$ cat src/rtl/bist_pkg.sv
// Shared types and constants for the BIST controller and its pattern LFSR.
package bist_pkg;

  localparam int unsigned LFSR_W = 16;
  localparam int unsigned SIG_W  = 24;
  localparam int unsigned SCNT_W = 4;

  // Feedback taps l[0]^l[2]^l[3]^l[5] of the right-shifting Fibonacci LFSR.
  localparam logic [LFSR_W-1:0] LFSR_TAPS         = 16'h002D;
  localparam logic [LFSR_W-1:0] LFSR_SEED_DEFAULT = 16'hACE1;

  typedef enum logic [2:0] {
    ST_IDLE,
    ST_INIT,
    ST_RUN,
    ST_SETTLE,
    ST_COMPARE,
    ST_DONE
  } bist_state_e;

  function automatic logic [LFSR_W-1:0] lfsr_next(input logic [LFSR_W-1:0] l);
    return {^(l & LFSR_TAPS), l[LFSR_W-1:1]};
  endfunction

endpackage

$ cat src/rtl/bist_lfsr.sv
// 16-bit maximal-length pattern LFSR with synchronous seed load and step enable.
module bist_lfsr
  import bist_pkg::*;
#(
  parameter logic [LFSR_W-1:0] SEED = LFSR_SEED_DEFAULT
) (
  input  logic              CLK,
  input  logic              RST,
  input  logic              load,
  input  logic              en,
  output logic [LFSR_W-1:0] q
);

  logic [LFSR_W-1:0] lfsr_q;
  logic [LFSR_W-1:0] lfsr_d;

  always_comb begin
    lfsr_d = lfsr_q;
    if (load) begin
      lfsr_d = SEED;
    end else if (en) begin
      lfsr_d = lfsr_next(lfsr_q);
    end
  end

  always_ff @(posedge CLK or negedge RST) begin
    if (!RST) begin
      lfsr_q <= SEED;
    end else begin
      lfsr_q <= lfsr_d;
    end
  end

  assign q = lfsr_q;

endmodule

$ cat src/rtl/bist_controller.sv
// Logic BIST sequencer: drives LFSR patterns into the CUT, lets the MISR drain,
// then compares the captured signature against a golden value.
module bist_controller
  import bist_pkg::*;
#(
  parameter int unsigned       PAT_W      = 8,
  parameter int unsigned       N_PAT      = 200,
  parameter int unsigned       SETTLE_CYC = 2,
  parameter logic [LFSR_W-1:0] LFSR_SEED  = LFSR_SEED_DEFAULT,
  parameter logic [SIG_W-1:0]  GOLDEN     = 24'h000000
) (
  input  logic             CLK,
  input  logic             RST,
  input  logic             start,
  input  logic             abort,
  input  logic [SIG_W-1:0] misr_sig,
  output logic [PAT_W-1:0] pattern,
  output logic             pat_valid,
  output logic             misr_rst,
  output logic             bist_end,
  output logic             busy,
  output logic             done,
  output logic             pass
);

  localparam logic [LFSR_W-1:0] PAT_LAST    = LFSR_W'(N_PAT - 1);
  localparam logic [SCNT_W-1:0] SETTLE_LAST = (SETTLE_CYC == 0) ? '0 : SCNT_W'(SETTLE_CYC - 1);

  if (LFSR_SEED == '0) begin : g_bad_seed
    $error("bist_controller: LFSR_SEED must be nonzero");
  end
  if (PAT_W < 1 || PAT_W > 16) begin : g_bad_pat_w
    $error("bist_controller: PAT_W must be 1..16");
  end
  if (N_PAT < 1 || N_PAT > 65535) begin : g_bad_n_pat
    $error("bist_controller: N_PAT must be 1..65535");
  end
  if (SETTLE_CYC > 15) begin : g_bad_settle
    $error("bist_controller: SETTLE_CYC must be 0..15");
  end

  bist_state_e       state_q, state_d;
  logic [LFSR_W-1:0] pat_cnt_q, pat_cnt_d;
  logic [SCNT_W-1:0] settle_cnt_q, settle_cnt_d;
  logic              pass_q, pass_d;
  logic              pat_valid_q, misr_rst_q, bist_end_q, busy_q, done_q;
  logic [LFSR_W-1:0] lfsr_q;
  logic              unused_lfsr_c;

  bist_lfsr #(
    .SEED (LFSR_SEED)
  ) u_lfsr (
    .CLK  (CLK),
    .RST  (RST),
    .load (state_q == ST_INIT),
    .en   (state_q == ST_RUN),
    .q    (lfsr_q)
  );

  // Next state, counters and compare result.
  always_comb begin
    state_d      = state_q;
    pat_cnt_d    = pat_cnt_q;
    settle_cnt_d = settle_cnt_q;
    pass_d       = 1'b0;
    unique case (state_q)
      ST_IDLE: begin
        if (start) state_d = ST_INIT;
      end
      ST_INIT: begin
        pat_cnt_d = '0;
        state_d   = abort ? ST_IDLE : ST_RUN;
      end
      ST_RUN: begin
        if (pat_cnt_q != '1) pat_cnt_d = pat_cnt_q + LFSR_W'(1);
        settle_cnt_d = '0;
        if (abort) begin
          state_d = ST_IDLE;
        end else if (pat_cnt_q == PAT_LAST) begin
          state_d = (SETTLE_CYC == 0) ? ST_COMPARE : ST_SETTLE;
        end
      end
      ST_SETTLE: begin
        settle_cnt_d = settle_cnt_q + SCNT_W'(1);
        if (abort) begin
          state_d = ST_IDLE;
        end else if (settle_cnt_q == SETTLE_LAST) begin
          state_d = ST_COMPARE;
        end
      end
      ST_COMPARE: begin
        if (abort) begin
          state_d = ST_IDLE;
        end else begin
          state_d = ST_DONE;
          pass_d  = (misr_sig == GOLDEN);
        end
      end
      ST_DONE: begin
        // start takes priority over abort; abort alone is ignored here.
        if (start) begin
          state_d = ST_INIT;
        end else begin
          pass_d = pass_q;
        end
      end
      default: state_d = ST_IDLE;
    endcase
  end

  always_ff @(posedge CLK or negedge RST) begin
    if (!RST) begin
      state_q      <= ST_IDLE;
      pat_cnt_q    <= '0;
      settle_cnt_q <= '0;
      pass_q       <= 1'b0;
      pat_valid_q  <= 1'b0;
      misr_rst_q   <= 1'b1;
      bist_end_q   <= 1'b0;
      busy_q       <= 1'b0;
      done_q       <= 1'b0;
    end else begin
      state_q      <= state_d;
      pat_cnt_q    <= pat_cnt_d;
      settle_cnt_q <= settle_cnt_d;
      pass_q       <= pass_d;
      pat_valid_q  <= (state_d == ST_RUN);
      misr_rst_q   <= (state_d == ST_IDLE) || (state_d == ST_INIT);
      bist_end_q   <= (state_d == ST_COMPARE) || (state_d == ST_DONE);
      busy_q       <= (state_d == ST_INIT) || (state_d == ST_RUN) ||
                      (state_d == ST_SETTLE) || (state_d == ST_COMPARE);
      done_q       <= (state_d == ST_DONE);
    end
  end

  // Upper LFSR bits only feed the feedback path, not the CUT.
  assign unused_lfsr_c = ^lfsr_q;

  assign pattern   = lfsr_q[PAT_W-1:0];
  assign pat_valid = pat_valid_q;
  assign misr_rst  = misr_rst_q;
  assign bist_end  = bist_end_q;
  assign busy      = busy_q;
  assign done      = done_q;
  assign pass      = pass_q;

endmodule

$ cat config.mk
export PLATFORM = sky130hd
export DESIGN_NAME = bist_controller
export DESIGN_NICKNAME = d
export VERILOG_FILES = /design/src/rtl/bist_pkg.sv /design/src/rtl/bist_lfsr.sv /design/src/rtl/bist_controller.sv
export SDC_FILE = /design/constraint.sdc
export NUM_CORES = 1
export LEC_CHECK = 0
export BUFFER_PORTS_ARGS = -buffer_cell sky130_fd_sc_hd__buf_2
export CORE_MARGIN = 1
export CORE_UTILIZATION = 30
export CTS_BUF_LIST = sky130_fd_sc_hd__clkbuf_4
export CTS_CLUSTER_SIZE = 8
export DETAILED_ROUTE_END_ITERATION = 8
export HOLD_SLACK_MARGIN = 0.05
export MAX_ROUTING_LAYER = met4
export SLEW_MARGIN = 5
export SYNTH_ARGS = -nofsm -noshare
export SYNTH_HDL_FRONTEND = slang
export SYNTH_SLANG_ARGS = --single-unit
$ cat constraint.sdc
create_clock -name CLK -period 2 [get_ports CLK]
set_clock_uncertainty 0.2 [all_clocks]
set_input_delay 0.3 -clock CLK [delete_from_list [all_inputs] [get_ports CLK]]
set_output_delay 0.3 -clock CLK [all_outputs]
set_load 0.02 [all_outputs]
Word level (Yosys, flattened, before mapping)
Index checks and enable logic that the tools add are counted.
{"block": "op_classes", "addsub": 2, "n_eq_ne": 15, "mux": 16, "n_reduce_logical": 13}
{"op": "two-way mux 16 bit", "count": 3}
{"op": "one-hot mux 16 bit (2 select lines)", "count": 1}
{"op": "zero test 24 bit", "count": 1}
{"op": "two-way mux 3 bit", "count": 6}
{"op": "adder 16 x 1 -> 16 bit (second input constant)", "count": 1}
{"op": "== test 16 x 8 -> 1 bit (second input constant)", "count": 1}
{"op": "!= test 16 bit (second input constant)", "count": 1}
{"op": "XOR reduction 16 bit", "count": 1}
{"op": "one-hot mux 3 bit (5 select lines)", "count": 1}
{"op": "== test 3 x 2 -> 1 bit (second input constant)", "count": 4}
{"op": "== test 3 bit (second input constant)", "count": 4}
{"op": "one-hot mux 4 bit (2 select lines)", "count": 1}
{"op": "== test 3 x 1 -> 1 bit (second input constant)", "count": 2}
{"op": "zero test 3 bit", "count": 2}
{"op": "logical OR 1 bit", "count": 5}
{"op": "adder 4 x 1 -> 4 bit (second input constant)", "count": 1}
{"op": "== test 4 x 1 -> 1 bit (second input constant)", "count": 1}
{"op": "!= test 2 bit (second input constant)", "count": 2}
{"op": "nonzero test 2 bit", "count": 2}
{"op": "two-way mux 1 bit", "count": 2}
{"op": "two-way mux 2 bit", "count": 1}
{"op": "one-hot mux 1 bit (2 select lines)", "count": 1}
{"op": "AND reduction 2 bit", "count": 1}
{"op": "OR reduction 2 bit", "count": 1}
{"block": "totals", "reg_bits": 45, "in_bits": 28}

Longest topological paths before layout
Gate-level depths: netlist (run 1).
{"block": "logic_depth", "word_depth": 8, "mapped_depth": 6, "mapped_depth_nobuf": 5}

Hierarchy
Synthesis (run 1) repeated with hierarchy kept, for this count alone.
{"block": "hier_totals", "cells_unflattened": 227, "area_unflattened_um2": 2353.5}
{"mod": "bist_controller", "instances": 1, "cells_each": 172, "area_per_inst_um2": 1664.1, "seq_area_each_um2": 726.9}
{"mod": "bist_lfsr", "instances": 1, "cells_each": 55, "area_per_inst_um2": 689.4, "seq_area_each_um2": 410.4}

Least setup slack after synthesis (run 1)
No wires, ideal clock.
{"block": "synth_path", "path_type": "register to register", "start": "reg pat_cnt_q[11]", "end": "reg pat_cnt_q[15]", "setup_ns": 0.079, "arrival_time_ns": 1.639, "setup_slack_ns": 0.082, "path_stages_with_launch": 6, "path_buffers": 1, "synth_period_minus_slack_ns": 1.918, "path_cell_list": "dfrtp_1 > nand4_2 > or4_1 > buf_2 > o2111ai_1 > mux2i_1"}
{"block": "synth_via", "elab_chain_len": 3, "word_cells_on_any_way": 6, "cone_classes": "1 x add/sub; 2 x eq/ne; 2 x mux; 1 x reduce/logical"}
{"element": "start, declared", "line": "bist_controller.sv:43", "text": "logic [LFSR_W-1:0] pat_cnt_q, pat_cnt_d;"}
{"element": "start signal, assigned", "line": "bist_controller.sv:124", "text": "pat_cnt_q <= pat_cnt_d;"}
{"element": "adder 16 x 1 -> 16 bit / != test 16 bit (equally long branches)", "line": "bist_controller.sv:75", "text": "if (pat_cnt_q != '1) pat_cnt_d = pat_cnt_q + LFSR_W'(1);"}
{"element": "two-way mux 16 bit / != test 2 bit (equally long branches)"}
{"element": "one-hot mux 16 bit (2 select lines) / AND reduction 2 bit (equally long branches)"}
Parallel ways exist; a longest one is shown, timed or not. The select of a mux whose other input is x is not followed.
A chain may end at the register's enable or synchronous reset.

Final worst setup path (run 1)
{"block": "layout_path", "start": "reg pat_cnt_q[10]", "end": "reg pat_valid_q, in the netlist pat_valid"}
{"block": "layout_via", "elab_chain_len": 5}
{"element": "== test 16 x 8 -> 1 bit", "line": "bist_controller.sv:79", "text": "end else if (pat_cnt_q == PAT_LAST) begin"}
{"element": "two-way mux 3 bit", "line": "bist_controller.sv:79"}
{"element": "two-way mux 3 bit", "line": "bist_controller.sv:77", "text": "if (abort) begin"}
{"element": "one-hot mux 3 bit (5 select lines)", "line": "bist_controller.sv:66", "text": "unique case (state_q)"}
{"element": "== test 3 x 2 -> 1 bit", "line": "bist_controller.sv:127", "text": "pat_valid_q <= (state_d == ST_RUN);"}
{"element": "end signal, assigned", "line": "bist_controller.sv:127"}
{"element": "end, declared", "line": "bist_controller.sv:46", "text": "logic pat_valid_q, misr_rst_q, bist_end_q, busy_q, done_q;"}
Every way passes these cells.

==> metrics.md, run 1 <==
| Metric | Value |
|---|---|
| Status | finished clean |
| FF-to-FF End | pat_valid |
| CP cell instances | or4_1 > nor4_2 > a41oi_1 > o21a_1 |
| Post-DP HPWL | 3480 µm |
| Sequential cell area | 1140 µm² |
| DR iter-0 viols | 53 |
| Worst R2R Start | pat_cnt_q[10] |
| Die Width | 89.1 µm |
| Gate power share | 36.4% |
| First-pass GRT wire length | 8240 µm |
| Place WS | 0.00244 ns |
| Worst vdd ir | 313 µV |
| Final Net Count | 328 |
| Hold Path Stages | 4 |
| Reg2reg path depth | 4 |
| Final instance area | 2980 µm² |
| Yosys Warn Count | 0 |
| Residual DRC | 0 |
| Via count | 1,947 |
| Number of CTS-inserted buffers | 5 |
| Maxcap violations | 0 |
| Bufs on Longest Clock Path | 2 |
| Avg WL per Cell | 12.8 µm |
| HP Start | misr_sig[4] |
| Syn_nets | 253 |
| Mapped cell area | 2270 µm² |
| Sequential share of the synthesized area | 50.0% |
| Flop pwr share | 47.4% |
| PD cells | 940 nW/µm² |
| Hold crit path type | input pin to flip-flop |
| Net Sw Frac | 35.5% |
| Syn Area/Cell | 10.2 µm² |
| Top cell type by total area after synthesis | dfrtp_1 |
| GRT Resource Usage Total | 14.0% |
| First-pass DRT Iterations | 4 |
| H-tree depth | 2 |
| Crit Path Class | flip-flop to flip-flop |
| Share of flip-flops with an asynchronous set or reset | 100% |
| I/O Pins | 42 |
| Final setup violation count | 0 |
| Arrival @ worst endpoint | 1.96 ns |
| Final worst path period need | 1.91 ns |
| Crit path buf inv count | 0 |
| Total grt overflow | 0 |
| Primary FF master, synth | dfrtp_1 |
| Clock power frac | 16.2% |
| Initial antenna violation count | 0 |
| Period utilization | 95.6% |
| Normalized max-slew margin | 60.9% |
| Layout cells sized above 1 | 33.9% |
| Largest net degree at the start of global routing | 46 |
| IO Port Bufs | 41 |
| Clk pin slew, worst setup/hold paths | 0.12 ns |
| Layout Cells excl Fill | 397 |
| Hold Path End | pass |
| Most instantiated library cell after synthesis | dfrtp_1 |
| Cells after synthesis | 222 |
| Final wirelength | 5100 µm |
| Num rows | 31 |
| Total Power | 2.80 mW |
| Global placement routability congestion | 0.797 |
| Dominant cells by area after synthesis | dfrtp_1, dfstp_2, nand2_1 |
| Post-synth EDFFs | 0 |
| Commonest cells post-synth | dfrtp_1, nand2_1, nor4_1 |
| Starting Density | 31.2% |
| CTS tree | built |
| Cell-internal power | 1.81 mW |
| Leak Pwr | 1.42 nW |
| Crit-path max FO | 4 |
| Placed instance area | 2740 µm² |
| Placed insts | 374 |
| Via/cell ratio | 4.90 |
| CP delay by family, top | simple AND/OR/NAND/NOR gates |
| Antenna-violating nets left | 0 |
| Worst path slowest cell | or4_1 |
| Worst EP required | 2.05 ns |
| Worst path max stage delay | 0.54 ns |
| Die area | 7930 µm² |
| Synth Register Bits | 45 |
| Pins Over Slew Limit | 0 |
| Core area | 7290 µm² |
| Root buf cell | clkbuf_4 |
| Worst reg2reg setup slack | 0.09 ns |
| Startpoint types | flip-flop |
| NetSw | 0.995 mW |
| Worst Setup End Kind | flip-flop |
| Worst Setup Slack, final | 0.0888 ns |
| Skew-Pair Late Insertion Delay | 0.35 ns |
| Hold Worst Slack | 0.0605 ns |
| RSZ-0062 raised after global routing | true |
| Clk sink count | 45 |
| Die height | 89.1 µm |
| Syn-to-layout area delta | 31.2% |
| Distinct cells, synth | 48 |
| Max Clk Rate | 0.523 GHz |
| Final hold violations | 0 |
| Ant diodes | 0 |
| Area share of the largest cell type after synthesis | 39.6% |
| Number of global-route vias before repair | 1,832 |
| Measured slew at the worst slew-check pin | 0.585 ns |
| Multi-input logic area | 1070 µm² |
| Fillcell total | 744 |
-- cells in the final DEF (no fill, tap or decap), types with 3 or more instances in the layout --
cell / n
buf_2: 41
dfrtp_1: 35
buf_4: 30
nand2_1: 26
dlygate4sd3_1: 13
nor2_1: 10
nor4_1: 9
mux2i_1: 9
dfstp_2: 9
nand3_1: 8
a22o_1: 8
a21oi_1: 7
clkbuf_4: 7
nand2b_1: 6
nor2b_1: 4
o21ai_0: 4
xnor2_1: 4
nand4_1: 4
o22a_1: 4
nor3_1: 3
or4_1: 3
nor4_2: 3
inv_1: 3
nand3b_1: 3
o211ai_1: 3
-- worst register-to-register path, stage by stage (launching register included) --
cell,delay (ns)
dfrtp_1,0.44
or4_1,0.54
nor4_2,0.20
a41oi_1,0.22
o21a_1,0.21
-- registers in the layout, indices dropped and copies added, names as in the netlist --
register and flops:
pat_valid 1, done 1, settle_cnt_q 4, bist_end 1, pat_cnt_q 16, u_lfsr.q 16
state_q 3, misr_rst 1, busy 1, pass 1
-- final cells by class --
type / count / share of cell area [%]
Clock inverter: 1 / 0.252
Clock buffer: 7 / 1.76
Inverter: 3 / 0.378
Timing Repair Buffer: 85 / 19.5
Sequential cell: 45 / 38.2
Tap cell: 99 / 4.15
Multi-Input combinational cell: 157 / 35.8
-- logic make-up (layout without fill, tap and decap cells) --
family	count (synthesis)	count (layout)	synth area share, %
and+or+nand+nor	93	93	22.3
DFF	45	45	50.0
adders and majority gates	3	3	1.65
muxes	9	9	3.96
AOI/OAI and AO/OA	46	46	15.0
xor gates and xnor gates	6	6	2.31
buffers and inverters	20	96	4.73
-- power groups by stage --
stage,sequential [mW],clock (mW),combinational [mW]
CTS,1.33,0.478,0.998
detailed placement,1.35,0,0.979
finish,1.33,0.453,1.02
global route,1.37,0.520,1.13
global placement,1.34,0,0.965
floorplan,1.34,0,0.718
-- worst max path at each step --
stage | startpoint | endpoint | slack (ns) | depth (start not counted)
after global routing | pat_cnt_q[13] | pat_cnt_q[15] | -0.001 | 4
after CTS | pat_cnt_q[1] | pat_cnt_q[8] | 0.004 | 5
final | pat_cnt_q[10] | pat_valid | 0.09 | 4
after global placement | pat_cnt_q[11] | pat_cnt_q[15] | 0.05 | 4
after floorplan | pat_cnt_q[11] | pat_cnt_q[15] | 0.08 | 5
after detailed placement | pat_cnt_q[11] | pat_cnt_q[15] | 0.002 | 4
-- repair_timing --
item                                    4_1_cts  5_1_grt
pin swaps                                     0        1
resized for setup                             1        7
endpoints found under the setup margin        4       12
hold buffers                                 14        0
gates cloned                                  0        0
hold endpoints to repair                     48        0
buffers inserted                              0        2
-- layer usage --
layer	global-route usage, %	wire, µm
met3	2.77	201
met1	17.3	2530
met5	-	0
met4	4.47	41
met2	22.9	2330
-- per-stage QoR --
| stage | utilization, % | setup TNS, ns |
|---|---|---|
| 6_report | 40.9 | 0 |
| 2_1_floorplan | - | 0 |
| 4_1_cts | 40.4 | 0 |
| 3_3_place_gp | 37.6 | 0 |
| 3_5_place_dp | 37.6 | 0 |
| 5_1_grt | 40.9 | -0.00120 |
No activity file was read; power rests on OpenSTA's default activity.
==> run 2, diff against run 1 <==
--- a/config.mk
+++ b/config.mk
@@ -5,12 +5,12 @@
 export SDC_FILE = /design/constraint.sdc
 export NUM_CORES = 1
 export LEC_CHECK = 0
-export BUFFER_PORTS_ARGS = -buffer_cell sky130_fd_sc_hd__buf_2
 export CORE_MARGIN = 1
 export CORE_UTILIZATION = 30
 export CTS_BUF_LIST = sky130_fd_sc_hd__clkbuf_4
 export CTS_CLUSTER_SIZE = 8
 export DETAILED_ROUTE_END_ITERATION = 8
+export DONT_BUFFER_PORTS = 1
 export HOLD_SLACK_MARGIN = 0.05
 export MAX_ROUTING_LAYER = met4
 export SLEW_MARGIN = 5
==> constraint.sdc (replaced) <==
create_clock -name CLK -period 2.26 [get_ports CLK]
set_clock_uncertainty 0.2 [all_clocks]
set_input_delay 0.339 -clock CLK [delete_from_list [all_inputs] [get_ports CLK]]
set_output_delay 0.339 -clock CLK [all_outputs]
set_load 0.02 [all_outputs]
==> run 2 against run 1 <==
  * Clock-buffer cell count is the same
  * Maximum frequency shrank 7.6%
  * Sequential share of layout area grew 4.9 points
  * Via count shrank 9.0%
  * Sequential cell count is the same
  * Critical path depth is the same
  * First-iteration DRC count grew 55%
  * Combinational power shrank 36%
  * Worst setup slack gained 0.10 ns
  * Sequential power is essentially flat
  * Global-route usage shrank 0.87 points
  * Critical endpoint is now pat_cnt_q[15]
  * Highest routed layer unchanged
==> metrics.md, run 2 (same netlist as run 1, synthesis figures left out) <==
| Metric | Value |
|---|---|
| Status | finished clean |
| Largest net degree at the start of global routing | 46 (unchanged) |
| Grt met3 use | 2.77% (unchanged) |
| Ant diodes | 0 (unchanged) |
| Cell-internal power | 1.50 mW (-17%) |
| Net Sw Frac | 36.1% (+0.58 points) |
| Die area | 7930 µm² (unchanged) |
| GR peak layer | met2 |
| GRT Resource Usage Total | 13.1% (-0.87 points) |
| Number of global-route vias before repair | 1,704 (-7.0%) |
| Leak Pwr | 1.18 nW (-17%) |
| Most frequent cells in the layout | dfrtp_1, nand2_1, dlygate4sd3_1 |
| Startpoint types | flip-flop |
| Hold buffers post-CTS | 17 (+3) |
| Worst Setup Slack, final | 0.191 ns (+0.103 ns) |
| Initial antenna violation count | 0 (unchanged) |
| Residual DRC | 0 (unchanged) |
| Arrival @ worst endpoint | 2.15 ns (+0.19 ns) |
| Clk pin slew, worst setup/hold paths | 0.13 ns (about the same) |
| Worst Setup End Kind | flip-flop |
| Global placement routability congestion | 0.829 (+4.0%) |
| TNS Setup | 0 ns (unchanged) |
| Final worst path period need | 2.07 ns (+0.157 ns) |
| Place WS | 0.228 ns (+0.226 ns) |
| Final setup violation count | 0 (unchanged) |
| Fillcell total | 762 (+2.4%) |
| H-tree depth | 2 (unchanged) |
| Die Width | 89.1 µm (unchanged) |
| First-pass GRT wire length | 7760 µm (-5.8%) |
| Antenna-violating nets left | 0 (unchanged) |
| DR iter-0 viols | 82 (+55%) |
| NetSw | 0.849 mW (-15%) |
| Num rows | 31 (unchanged) |
| Resize count post-CTS | 0 (-1) |
| Avg WL per Cell | 13.7 µm (+6.9%) |
| Measured slew at the worst slew-check pin | 0.598 ns (+0.0134 ns) |
| Flop pwr share | 55.3% (+7.9 points) |
| First-pass DRT Iterations | 4 (unchanged) |
| Crit Path Class | flip-flop to flip-flop |
| Skew-Pair Late Insertion Delay | 0.35 ns (about the same) |
| IO Port Bufs | 0 (-100%) |
| Layout cells sized above 1 | 14.0% (-20 points) |
| Crit-path max FO | 7 (+3) |
| Clk sink count | 45 (unchanged) |
| GR Util met1 | 16.7% (-0.59 points) |
| Max Clk Rate | 0.483 GHz (-7.6%) |
| Die height | 89.1 µm (unchanged) |
| Pins Over Slew Limit | 0 (unchanged) |
| Core area | 7290 µm² (unchanged) |
| Worst EP required | 2.34 ns (+0.29 ns) |
| Hold crit path type | input pin to flip-flop |
| Worst reg2reg setup slack | 0.19 ns (+0.10 ns) |
| RSZ-0062 raised after global routing | false |
| Clock power frac | 17.0% (+0.8 points) |
| CTS tree | built |
| I/O Pins | 42 (unchanged) |
| Final hold violations | 0 (unchanged) |
| Root buf cell | clkbuf_4 |
| Via/cell ratio | 5.20 (+6.0%) |
| Syn-to-layout area delta | 16.1% |
| Setup repair bufs after CTS | 0 (unchanged) |
| M2 GR Usage | 20.7% (-2.2 points) |
| Normalized max-slew margin | 60.0% (-0.89 points) |
| Starting Density | 31.2% (unchanged) |
| PD cells | 891 nW/µm² (-5.2%) |
| Final wirelength | 4680 µm (-8.2%) |
| Gate power share | 27.7% (-8.7 points) |
| Final Net Count | 272 (-17%) |
| Period utilization | 91.5% (-4.0 points) |
| Post-DP HPWL | 3210 µm (-7.6%) |
| Bufs on Longest Clock Path | 2 (unchanged) |
| Commonest non-fill, non-tap cell in the layout | dfrtp_1 |
| Total grt overflow | 0 (unchanged) |
| Number of CTS-inserted buffers | 5 (unchanged) |
| Maxcap violations | 0 (unchanged) |
| Via count | 1,772 (-9.0%) |
| Worst vdd ir | 283 µV (-9.8%) |
[run 2: per-stage QoR]
step	instance area (µm²)	total power [mW]	hold WS (ns)	instances	util [%]
after floorplan	2270	1.82	-0.157	222	-
after global placement	2400	1.91	-0.156	316	32.9
after detailed placement	2400	1.93	-0.156	316	32.9
after CTS	2640	2.38	0.0619	341	36.2
after global routing	2640	2.52	0.122	341	36.2
final	2640	2.35	0.0749	341	36.2
[run 2: routing by layer]
layer / up-vias / wire, µm
li1: 854 / -
met1: 860 / 2240
met2: 55 / 2210
met3: 3 / 213
met4: 0 / 16
met5: - / 0
[run 2: path summary, 6_finish.rpt]
check	startpoint	to	cells after the start
worst max-delay path	pat_cnt_q[10]	pat_cnt_q[15]	4
worst min-delay path	abort	done	2
worst max register to register	pat_cnt_q[10]	pat_cnt_q[15]	4
worst min register to register	u_lfsr.q[13]	u_lfsr.q[13]	2
max in group asynchronous	RST	misr_rst	2
min in group asynchronous	RST	u_lfsr.q[8]	2
[run 2: worst max-delay path: stages (launching register included)]
cell and delay [ns]:
dfrtp_1 0.47, nand4_2 0.13, or4_1 0.69, o2111ai_1 0.31
mux2i_1 0.20
[run 2: area by class of cell]
class	instances	area, µm²	share of cell area [%]
sequential	45	1140	43.1
multi-input combinational	157	1030	39.1
timing repair buffer	29	278	10.5
tap	99	124	4.69
clock buffer	7	52.6	1.99
inverter	3	11.3	0.427
clock inverter	1	3.75	0.142
[run 2: power by group through the flow]
stage,Clock [mW],Combinational [mW],Sequential (mW)
after floorplan,0,0.635,1.19
after global placement,0,0.593,1.32
after detailed placement,0,0.608,1.32
after CTS,0.413,0.661,1.30
after global routing,0.444,0.734,1.34
final,0.400,0.651,1.30
==> run 3, diff against run 2 <==
--- a/config.mk
+++ b/config.mk
@@ -5,6 +5,7 @@
 export SDC_FILE = /design/constraint.sdc
 export NUM_CORES = 1
 export LEC_CHECK = 0
+export ABC_AREA = 1
 export CORE_MARGIN = 1
 export CORE_UTILIZATION = 30
 export CTS_BUF_LIST = sky130_fd_sc_hd__clkbuf_4
==> run 3 against run 2 <==
  * Sequential share of layout area is 1.9 points lower
  * Clock power is 13% higher
  * Maximum frequency is 8.6% higher
==> metrics.md, run 3 <==
| Metric | Value |
|---|---|
| Global placement routability congestion | 0.829 (about the same) |
| TNS Setup | 0 ns (unchanged) |
| Worst path max stage delay | 0.42 ns (-0.27 ns) |
| Cells after synthesis | 305 (+37%) |
| Max Clk Rate | 0.525 GHz (+8.6%) |
| Bufs on Longest Clock Path | 2 (unchanged) |
| Hold crit path type | input pin to flip-flop |
| Final wirelength | 5000 µm (+6.8%) |
| First-pass DRT Iterations | 4 (unchanged) |
| Worst path slowest cell | dfrtp_1 |
| Final setup violation count | 0 (unchanged) |
| Crit Path Class | flip-flop to flip-flop |
| I/O Pins | 42 (unchanged) |
| Place WS | 0.343 ns (+0.115 ns) |
| Fillcell total | 850 (+12%) |
| FF-to-FF End | pat_cnt_q[13] |
| IO Port Bufs | 0 (unchanged) |
| Die area | 8450 µm² (+6.5%) |
| Avg WL per Cell | 11.8 µm (-14%) |
| Synth Register Bits | 45 (unchanged) |
| Ant diodes | 0 (unchanged) |
| Mapped cell area | 2420 µm² (+6.7%) |
| Initial antenna violation count | 0 (unchanged) |
| Num rows | 32 (+3.2%) |
| Syn-to-layout area delta | 13.9% |
| Reg2reg path depth | 9 (+5) |
| Normalized max-slew margin | 70.7% (+11 points) |
| Core area | 7770 µm² (+6.5%) |
| Worst vdd ir | 464 µV (+64%) |
| Maxcap violations | 0 (unchanged) |
| Worst Setup End Kind | flip-flop |
| Post-DP HPWL | 3540 µm (+10%) |
| Placed instance area | 2500 µm² (+4.3%) |
| Yosys Warn Count | 0 (unchanged) |
| Commonest cells post-synth | nand2_1, inv_1, dfrtp_1, nor2_1, nand3_1 |
| CP cell instances | ha_1 > nand3_2 > clkinv_2 > nand2_2 > nor2_4 > nand2_2 > o21ai_4 > nand2_1 > o21ai_1 |
| Syn_nets | 336 (+33%) |
| H-tree depth | 2 (unchanged) |
| Worst reg2reg setup slack | 0.36 ns (+0.16 ns) |
| Residual DRC | 0 (unchanged) |
| Starting Density | 31.2% (+0.041 points) |
| Final Net Count | 353 (+30%) |
| PD cells | 945 nW/µm² (+6.0%) |
| Syn Area/Cell | 7.95 µm² (-22%) |
| Skew-Pair Late Insertion Delay | 0.37 ns (+0.02 ns) |
| Share of flip-flops with an asynchronous set or reset | 100% (unchanged) |
| Distinct cells, synth | 34 (-29%) |
| Crit-path most repeated cell | nand2_2 |
| Dominant cells by area after synthesis | dfrtp_1, nand2_1, dfstp_2 |
| Sequential share of the synthesized area | 46.9% (-3.1 points) |
| Antenna-violating nets left | 0 (unchanged) |
| Final hold violations | 0 (unchanged) |
| GRT Resource Usage Total | 13.5% (+0.45 points) |
| Final worst path period need | 1.90 ns (-0.165 ns) |
| Hold Worst Slack | 0.0613 ns (-0.0136 ns) |
| Crit-path max FO | 13 (+6) |
| CTS tree | built |
| Worst EP required | 2.37 ns (+0.03 ns) |
| Hold Path Stages | 5 (+3) |
| First-pass GRT wire length | 8910 µm (+15%) |
| Root buf cell | clkbuf_4 |
| Most frequent cells in the layout | nand2_1, inv_1, nor2_1, dfrtp_1, nand3_1 |
| Worst R2R Start | pat_cnt_q[0] |
| Clk sink count | 45 (unchanged) |
| Number of global-route vias before repair | 1,915 (+12%) |
| Most instantiated library cell after synthesis | nand2_1 |
| Measured slew at the worst slew-check pin | 0.437 ns (-0.162 ns) |
| Via count | 1,930 (+8.9%) |
| Pins Over Slew Limit | 0 (unchanged) |
| Layout cells sized above 1 | 12.4% (-1.7 points) |
| Arrival @ worst endpoint | 2.01 ns (-0.14 ns) |
| Leak Pwr | 1.29 nW (+9.7%) |
| Top cell type by total area after synthesis | dfrtp_1 |
| Status | finished clean |
| Startpoint types | flip-flop |
| Number of CTS-inserted buffers | 5 (unchanged) |
| RSZ-0062 raised after global routing | false |
| Primary FF master, synth | dfrtp_1 |
| Via/cell ratio | 4.54 (-13%) |
| Worst Setup Slack, final | 0.356 ns (+0.165 ns) |
| HP Start | misr_sig[11] |
| Largest net degree at the start of global routing | 46 (unchanged) |
| Total grt overflow | 0 (unchanged) |
| Clk pin slew, worst setup/hold paths | 0.16 ns (+0.03 ns) |
| Die height | 91.9 µm (+3.2%) |
| Final instance area | 2760 µm² (+4.6%) |
| Post-synth EDFFs | 0 (unchanged) |
| Period utilization | 84.3% (-7.3 points) |
| Hold Path End | pass |
| DR iter-0 viols | 64 (-22%) |
| Area share of the largest cell type after synthesis | 37.2% (-2.5 points) |
| Commonest non-fill, non-tap cell in the layout | nand2_1 |
| Die Width | 91.9 µm (+3.2%) |
| Total Power | 2.61 mW (+11%) |
[run 3: worst max path at each step]
stage | start | end | slack, ns | cells after the start
CTS | pat_cnt_q[0] | pat_cnt_q[0] | 0.32 | 9
finish | pat_cnt_q[0] | pat_cnt_q[13] | 0.36 | 9
detailed placement | pat_cnt_q[0] | pat_cnt_q[11] | 0.34 | 8
global route | pat_cnt_q[1] | pat_cnt_q[0] | 0.13 | 9
floorplan | pat_cnt_q[0] | pat_cnt_q[14] | 0.60 | 10
global placement | pat_cnt_q[0] | pat_cnt_q[11] | 0.39 | 8
[run 3: stage by stage]
stage                     util [%]  cells
after detailed placement      32.2    399
final                         35.6    425
after global routing          35.6    425
after global placement        32.2    399
after CTS                     35.6    425
after floorplan                  -    305
[run 3: critical path, delay by kind of cell (launching register included)]
kind	cells	cell delay [ns]
simple gates	5	0.48
compound gates	2	0.42
flops	1	0.42
fa+ha+maj	1	0.23
buf+inv	1	0.09
[run 3: area by class of cell]
cell class	count	area [µm²]	area share [%]
Tap cell	102	128	4.62
Sequential cell	45	1140	41.2
Clock inverter	3	28.8	1.04
Multi-Input combinational cell	201	1030	37.1
Timing Repair Buffer	22	228	8.24
Clock buffer	5	37.5	1.36
Inverter	47	178	6.43
[run 3: cell families after synthesis]
kind of cell / count (synthesis) / share of synthesized area [%]
buffers and inverters: 59 / 10.8
adder cells (fa/ha/maj): 3 / 1.55
flip-flops: 45 / 46.9
AND/OR/NAND/NOR: 150 / 28.0
XOR/XNOR: 10 / 3.61
AO/OA/AOI/OAI: 38 / 9.18
[run 3: what timing repair did]
item                      in CTS  in global routing
buffers inserted               0                  0
resized for setup              0                  0
hold buffers                  18                  0
hold endpoints to repair      52                  0
[run 3: power by group]
| group | internal [mW] | switching, mW |
|---|---|---|
| Combinational | 0.324 | 0.559 |
| Sequential | 1.04 | 0.235 |
| Clock | 0.138 | 0.316 |
| Total | 1.50 | 1.11 |
[run 3: metal layers]
metal / share of wire (%) / GRT usage (%) / wire length, µm
met1: 48 / 17.3 / 2380
met2: 48 / 22.0 / 2420
met3: 2.7 / 2.40 / 136
met4: 1.3 / 3.91 / 66
met5: 0 / - / 0
